--- src/rtl/aes_pkg.sv ---
// aes_pkg: shared constants and FSM state type for the iterative AES-128 block.
//   BLOCK_W   - data/key block width
//   KEY_IDX_W - width of the round-key index (and round counter)
//   NR_AES128 - rounds after the initial AddRoundKey for AES-128
package aes_pkg;

    localparam int unsigned BLOCK_W   = 128;
    localparam int unsigned KEY_IDX_W = 4;
    localparam int unsigned NR_AES128 = 10;

    typedef enum logic [1:0] {
        IDLE,
        ROUND,
        DONE
    } ctrl_state_t;

endpackage

--- src/rtl/aes_round_cnt.sv ---
// aes_round_cnt: round counter r (1..NR) plus per-round wait counter (0..DP_LAT).
// Ports:
//   clk, rst    - clock, asynchronous active-high reset
//   load        - restart at round 1, wait 0 (block accepted)
//   en          - advance while a round is in progress
//   round       - current round number r
//   round_done  - final cycle of the current round (wait == DP_LAT)
//   last_round  - r == NR
module aes_round_cnt
    import aes_pkg::*;
#(
    parameter int unsigned NR     = NR_AES128,
    parameter int unsigned DP_LAT = 1
) (
    input  logic                 clk,
    input  logic                 rst,
    input  logic                 load,
    input  logic                 en,
    output logic [KEY_IDX_W-1:0] round,
    output logic                 round_done,
    output logic                 last_round
);

    // Wait counter is at least one bit even for a combinational datapath.
    localparam int unsigned            WAIT_W   = (DP_LAT > 0) ? $clog2(DP_LAT + 1) : 1;
    localparam logic [WAIT_W-1:0]      WAIT_MAX = WAIT_W'(DP_LAT);
    localparam logic [KEY_IDX_W-1:0]   R_LAST   = KEY_IDX_W'(NR);

    logic [WAIT_W-1:0]    wait_q;
    logic [KEY_IDX_W-1:0] round_q;

    always_ff @(posedge clk or posedge rst) begin
        if (rst) begin
            round_q <= KEY_IDX_W'(1);
            wait_q  <= '0;
        end else if (load) begin
            round_q <= KEY_IDX_W'(1);
            wait_q  <= '0;
        end else if (en) begin
            if (round_done) begin
                wait_q <= '0;
                // r parks at NR on the last round; the next accept reloads it.
                if (!last_round) begin
                    round_q <= round_q + KEY_IDX_W'(1);
                end
            end else begin
                wait_q <= wait_q + WAIT_W'(1);
            end
        end
    end

    assign round      = round_q;
    assign round_done = (wait_q == WAIT_MAX);
    assign last_round = (round_q == R_LAST);

endmodule

--- src/rtl/aes_round_ctrl.sv ---
// aes_round_ctrl: sequences one 128-bit block through iterative AES-128 using a
// shared round datapath and an external combinational round-key store.
// Ports:
//   clk, rst               - clock, asynchronous active-high reset
//   in_valid/in_ready      - plaintext handshake, in_block = plaintext
//   out_valid/out_ready    - ciphertext handshake, out_block = ciphertext
//   busy                   - block in flight
//   key_idx / key_in       - round-key request and same-cycle key
//   dp_block/dp_key        - datapath state and round key
//   dp_final               - last round (datapath skips MixColumns)
//   dp_result              - datapath output, valid DP_LAT edges after stable inputs
module aes_round_ctrl
    import aes_pkg::*;
#(
    parameter int unsigned NR     = NR_AES128,
    parameter int unsigned DP_LAT = 1
) (
    input  logic                 clk,
    input  logic                 rst,
    input  logic                 in_valid,
    output logic                 in_ready,
    input  logic [BLOCK_W-1:0]   in_block,
    output logic                 out_valid,
    input  logic                 out_ready,
    output logic [BLOCK_W-1:0]   out_block,
    output logic                 busy,
    output logic [KEY_IDX_W-1:0] key_idx,
    input  logic [BLOCK_W-1:0]   key_in,
    output logic [BLOCK_W-1:0]   dp_block,
    output logic [BLOCK_W-1:0]   dp_key,
    output logic                 dp_final,
    input  logic [BLOCK_W-1:0]   dp_result
);

    if (NR == 0 || NR > 15) begin : g_bad_nr
        $error("aes_round_ctrl: NR must lie in 1..15");
    end

    ctrl_state_t          state_q;
    ctrl_state_t          state_d;
    logic [BLOCK_W-1:0]   blk_q;
    logic [KEY_IDX_W-1:0] round;
    logic                 round_done;
    logic                 last_round;
    logic                 accept;

    assign accept = (state_q == IDLE) && in_valid;

    aes_round_cnt #(
        .NR     (NR),
        .DP_LAT (DP_LAT)
    ) u_cnt (
        .clk        (clk),
        .rst        (rst),
        .load       (accept),
        .en         (state_q == ROUND),
        .round      (round),
        .round_done (round_done),
        .last_round (last_round)
    );

    always_ff @(posedge clk or posedge rst) begin
        if (rst) begin
            state_q <= IDLE;
        end else begin
            state_q <= state_d;
        end
    end

    // Initial AddRoundKey happens on accept; key_idx is 0 in IDLE so key_in is round key 0.
    always_ff @(posedge clk or posedge rst) begin
        if (rst) begin
            blk_q <= '0;
        end else if (accept) begin
            blk_q <= in_block ^ key_in;
        end else if ((state_q == ROUND) && round_done) begin
            blk_q <= dp_result;
        end
    end

    always_comb begin
        state_d = state_q;
        case (state_q)
            IDLE:    if (in_valid)                  state_d = ROUND;
            ROUND:   if (round_done && last_round)  state_d = DONE;
            DONE:    if (out_ready)                 state_d = IDLE;
            default:                                state_d = IDLE;
        endcase
    end

    always_comb begin
        in_ready  = 1'b0;
        out_valid = 1'b0;
        busy      = 1'b1;
        key_idx   = '0;
        dp_final  = 1'b0;
        case (state_q)
            IDLE: begin
                in_ready = 1'b1;
                busy     = 1'b0;
            end
            ROUND: begin
                key_idx  = round;
                dp_final = last_round;
            end
            DONE: begin
                out_valid = 1'b1;
            end
            default: begin
                busy = 1'b0;
            end
        endcase
    end

    assign out_block = blk_q;
    assign dp_block  = blk_q;
    assign dp_key    = key_in;

endmodule

--- config.mk ---
export PLATFORM = sky130hd
export DESIGN_NAME = aes_round_ctrl
export DESIGN_NICKNAME = d
export VERILOG_FILES = /design/src/rtl/aes_pkg.sv /design/src/rtl/aes_round_cnt.sv /design/src/rtl/aes_round_ctrl.sv
export SDC_FILE = /design/constraint.sdc
export NUM_CORES = 1
export LEC_CHECK = 0
export CAP_MARGIN = 20
export CORE_AREA = 2 2 299 301
export DETAILED_ROUTE_END_ITERATION = 7
export DIE_AREA = 0 0 301 303
export SLEW_MARGIN = 30
export SYNTH_ARGS = -nofsm -noshare
export SYNTH_HDL_FRONTEND = slang
export SYNTH_SLANG_ARGS = --single-unit
--- constraint.sdc ---
create_clock -name clk -period 5.71 [get_ports clk]
set_input_delay 0.571 -clock clk [delete_from_list [all_inputs] [get_ports clk]]
set_output_delay 0.571 -clock clk [all_outputs]
set_load 0.02 [all_outputs]
---- Yosys cells after proc, flatten, opt, wreduce, memory -nomap -nowiden ----
Cells that the tools add are included.
word-level totals
  flip-flop bits (word level) ............. 135
  logic and storage cells ................. 42
  input bits .............................. 388
operators by class
  eq/ne operators ......................... 7
  reduce and logical (&&, ||, !) cells .... 10
  bitwise operators ....................... 1
  add/sub/neg operators ................... 2
  muxes and demuxes ....................... 18
operators by type and width
  operator                                                               number
  128-bit two-way mux                                                    2
  128-bit XOR                                                            1
  4-bit two-way mux                                                      5
  1-bit two-way mux                                                      7
  2-bit two-way mux                                                      3
  2-bit != test, second input constant                                   3
  2-bit one-hot mux with 3 select lines                                  1
  3-bit AND reduction                                                    2
  2-bit nonzero test                                                     3
  4-bit by 1-bit adder with 4-bit output, second input constant          1
  4-bit equality test, second input constant                             1
  1-bit logical AND                                                      3
  2-bit by 1-bit equality test with 1-bit output, second input constant  1
  2-bit equality test, second input constant                             1
  2-bit zero test                                                        1
  2-bit by 1-bit != test with 1-bit output, second input constant        1
  2-bit OR reduction                                                     1
  1-bit adder, second input constant                                     1

---- Depth between registers and ports, before layout ----
  depth after elaboration ................. 5
  mapped depth ............................ 9
  mapped depth without buffers ............ 5

---- Modules after synthesis ----
A second synthesis with hierarchy kept.
second synthesis, totals
  cells, all modules ...................... 989
  area total of the unflattened synthesis .. 9477.8 sq um
modules (own cells, without submodules)
  module          cells an instance  times used  area an instance (sq um)  sequential area each (sq um)
  aes_round_ctrl  961                1           9206.3                    3253.1
  aes_round_cnt   28                 1           271.5                     126.4

---- Least setup slack after synthesis ----
Ideal clock, no wire load.
  path type ............................... register to output
  start point ............................. reg u_cnt.round_q[0] (netlist: u_cnt.round[0])
  end point ............................... out dp_final
  arrival ................................. 1.202 ns
  stages on the path, launching flop included .. 5
  data required time ...................... 5.139 ns
  slack ................................... 3.937 ns
  path through ............................ dfstp_2 > inv_1 > ha_1 > and3b_1 > and2_1
between the ends
  word-level cells in the longest chain between the ends .. 2
RTL lines
  element                   RTL line              source
  start: declaration        aes_round_cnt.sv:30   logic [KEY_IDX_W-1:0] round_q;
  start signal: assignment  aes_round_cnt.sv:44   round_q <= round_q + KEY_IDX_W'(1);
  4-bit equality test       aes_round_cnt.sv:54   assign last_round = (round_q == R_LAST);
  1-bit two-way mux         aes_round_ctrl.sv:97  case (state_q)
  end: declaration          aes_round_ctrl.sv:31  output logic dp_final,
No other way between the ends.

---- Worst setup path after layout ----
  start point ............................. reg state_q[1]
  end point ............................... out key_idx[1]
between the ends
  word-level cells in the longest chain between the ends .. 2
RTL lines
  element                                         RTL line              source
  start: declaration                              aes_round_ctrl.sv:39  ctrl_state_t state_q;
  start signal: assignment                        aes_round_ctrl.sv:66  state_q <= state_d;
  2-bit by 1-bit equality test with 1-bit output  aes_round_ctrl.sv:97
  4-bit two-way mux                               aes_round_ctrl.sv:97
  end: declaration                                aes_round_ctrl.sv:27  output logic [KEY_IDX_W-1:0] key_idx,
No other way between the ends.

==> impl_metrics.csv <==
group,metric,value,unit
run_status,status,"finished clean",
placement,post-place-ws,2.96,ns
placement,routabilityCongestion,0.812,
floorplan,core-area,88000,um^2
placement,dpl.hpwl,49100,um
cts,post_cts_buffers,0,
synth,yosys_warnings,0,
floorplan,ios,780,
floorplan,dieHeight,303,um
sta,finalCritPeriodShare,0.538,
cts,tritoncts,"yes",
synth,syn_nets,1384,
sta,relSlewSlack,0.366,
sta,finalHoldViolCount,0,
detailed_routing,ant_nets,0,
setup_path,start_kind,"flip-flop",
sta,finalSetupViolations,0,
synth,synth_top_cell_area_share,0.357,
setup_path,rr_startpoint,"state_q[1]",
power,power.leakage,7.11,nW
sta,tightest_slew,0.950,ns
detailed_routing,drtIter0Drc,350,
cts,cts-buffers-inserted,17,
global_route,grt_overflow,0,
synth,synthMuxAreaShare,0.138,
synth,synth_top_cell_by_area,"dfrtp_1",
cts,cts-hold-fix-buffers,0,
detailed_routing,num_vias,8592,
synth,synthXorXnorAreaFrac,0.120,
floorplan,std_cell_rows,109,
sta,setup_tns,0,ns
cells_and_area,syn_to_final_growth,82.4,%
floorplan,dieWidth,301,um
cells_and_area,final_core_util,0.195,
detailed_routing,dr.pass1.iters,4,
cts,ctsRootBufferMaster,"clkbuf_16",
cts,cts_sinks,135,
setup_path,worst-path-max-fanout,10,
global_route,grt_max_degree,108,
worst_hold_path,hp-class,"in2async",
global_route,antenna_found_initial,9,
setup_path,worstPathRequired,5.14,ns
floorplan,die_area,91200,um^2
cells_and_area,layout-drive-gt1-share,0.0272,
sta,max_freq,0.325,GHz
synth,ys_ff_latch,135,
synth,synth_cell_types,27,
synth,synthTopCellsByArea,"dfrtp_1, buf_4, mux2i_1",
detailed_routing,wl_per_cell,21.4,um
sta,clock-skew-final,0.0139,ns
cts,insertion_delay,0.47,ns
cts,htreeDepth,4,
setup_path,reg2reg_depth,6,
detailed_routing,drc,0,
synth,synth_compound_area_frac,0.0732,
sta,slew_violations,0,
cells_and_area,n_antenna_cell,0,
cts,cts.repair.resized,0,
sta,min_period,3.07,ns
placement,portBuffers,779,
cts,clk_path_buf_depth,2,
synth,avgSynthCellArea,9.49,um^2
global_route,grt_pass1_vias,8822,
synth,netlist_instances,990,
setup_path,arrival,2.50,ns
synth,syn_area,9400,um^2
floorplan,start_util,0.107,
setup_path,startpoint,"state_q[1]",
synth,synth_top_family_by_area,"buffers and inverters",
cts,path_clk_slew,0.07,ns
power,p_per_area,501,nW/um^2
setup_path,crit_path_end,"key_idx[1]",
setup_path,end_kind,"primary output",
global_route,grt_pass1_wl,73900,um
global_route,grt_usage,0.120,
sta,rsz0062_at_grt,"false",
synth,synthAdderAreaFrac,0.00799,
setup_path,reg2reg_slack,2.99,ns
sta,whs,0.501,ns
synth,yosysSeqAreaShare,0.360,
setup_path,crit_type,"reg2out",
detailed_routing,drt_wl_total,57100,um
setup_path,worstReg2RegEnd,"dp_block[63]",
sta,setup_ws,2.64,ns
cells_and_area,nets,1887,
job,drv_cap,0,
synth,synth_simple_gate_area_share,0.0655,
power,power,8.59,mW
detailed_routing,viasPerCell,3.22,
power,peakVddDrop,0.217,mV
## cell type report
type / count / area, um^2
Fill cell: 9744 / 70800
Timing Repair Buffer: 785 / 7870
Multi-Input combinational cell: 550 / 3810
Sequential cell: 135 / 3380
Tap cell: 1165 / 1460
Clock buffer: 18 / 429
Clock inverter: 14 / 175
Inverter: 4 / 20.0
## per-stage QoR
stage	cells	area [um^2]
3_5_place_dp	2639	16500
4_1_cts	2671	17100
3_3_place_gp	2639	16500
5_1_grt	2671	17100
2_1_floorplan	990	9400
6_report	2671	17100
## routing by layer
layer	global-route usage	up-vias	routed length (um)
met4	0.0317	4	880
met3	0.0352	50	4180
met2	0.197	484	27100
met5	0	-	22
li1	-	4001	-
met1	0.153	4053	24900
## Yosys cell counts, drive strengths merged
| cell | instances |
|---|---|
| a211oi | 1 |
| a21oi | 3 |
| and2 | 6 |
| and3b | 1 |
| buf | 286 |
| clkbuf | 15 |
| dfrtp | 134 |
| dfstp | 1 |
| ha | 6 |
| inv | 4 |
| mux2 | 1 |
| mux2i | 128 |
| nand2 | 131 |
| nand3 | 3 |
| nand4b | 1 |
| nor2 | 1 |
| nor2b | 2 |
| nor3 | 1 |
| o21ai | 131 |
| o32a | 1 |
| or3 | 4 |
| xnor2 | 1 |
| xor2 | 128 |
## worst min-delay path by stage
| stage | from | end | slack, ns | cells past startpoint |
|---|---|---|---|---|
| 6_report | rst | dp_block[77] | 0.50 | 2 |
| 5_1_grt | rst | dp_block[77] | 0.51 | 2 |
| 4_1_cts | rst | dp_block[77] | 0.48 | 2 |
| 3_5_place_dp | state_q[0] | state_q[0] | 0.52 | 1 |
| 3_3_place_gp | state_q[0] | state_q[0] | 0.50 | 1 |
| 2_1_floorplan | state_q[0] | state_q[0] | 0.49 | 1 |
## sequential cells by signal, summed over array words and instances, names as in the netlist
signal and cells:
u_cnt.round 4, dp_block 128, state_q 2, u_cnt.round_done 1
## cells in the final DEF, fill, tap and decap left out
| cell | netlist | routed |
|---|---|---|
| clkdlybuf4s50_1 | 0 | 779 |
| dfrtp_1 | 134 | 134 |
| o21ai_1 | 131 | 131 |
| nand2_1 | 130 | 130 |
| mux2i_1 | 128 | 128 |
| xor2_1 | 128 | 128 |
| clkbuf_16 | 0 | 17 |
| ha_1 | 6 | 6 |
| and2_1 | 6 | 5 |
| inv_6 | 0 | 4 |
| or3_1 | 4 | 4 |
| buf_4 | 268 | 4 |
| inv_1 | 4 | 3 |
| nand3_1 | 3 | 3 |
| a21oi_1 | 3 | 3 |
| clkinvlp_4 | 0 | 3 |
| clkinv_4 | 0 | 3 |
| bufinv_16 | 0 | 3 |
| nor2b_1 | 2 | 2 |
| clkinv_2 | 0 | 2 |
| buf_12 | 0 | 2 |
| and2_4 | 0 | 1 |
| nand2_8 | 0 | 1 |
| and3b_1 | 1 | 1 |
| nand4b_1 | 1 | 1 |
| nor3_1 | 1 | 1 |
| o32a_1 | 1 | 1 |
| xnor2_1 | 1 | 1 |
| nor2_1 | 1 | 1 |
| a211oi_1 | 1 | 1 |
| mux2_1 | 1 | 1 |
| clkbuf_1 | 12 | 1 |
| dfstp_2 | 1 | 1 |
## report_power, final
group          total [mW]  switching (mW)  leakage (nW)  internal (mW)
Clock                1.23           0.543         0.287          0.691
Combinational        5.36            2.95          5.17           2.42
Sequential           2.00           0.560          1.65           1.44
## cells by family after synthesis
group                    after synthesis
AO/OA/AOI/OAI                        136
XOR/XNOR                             129
adder cells (fa/ha/maj)                6
buffers and inverters                305
flip-flops                           135
multiplexers                         129
AND/OR/NAND/NOR                      150
## critical path, stage by stage, from the launching register on
cell and delay (ns):
dfrtp_1 0.40, inv_1 0.10, ha_1 0.53, and2_1 0.26
clkdlybuf4s50_1 0.72
(Power assumes the default switching activity.)
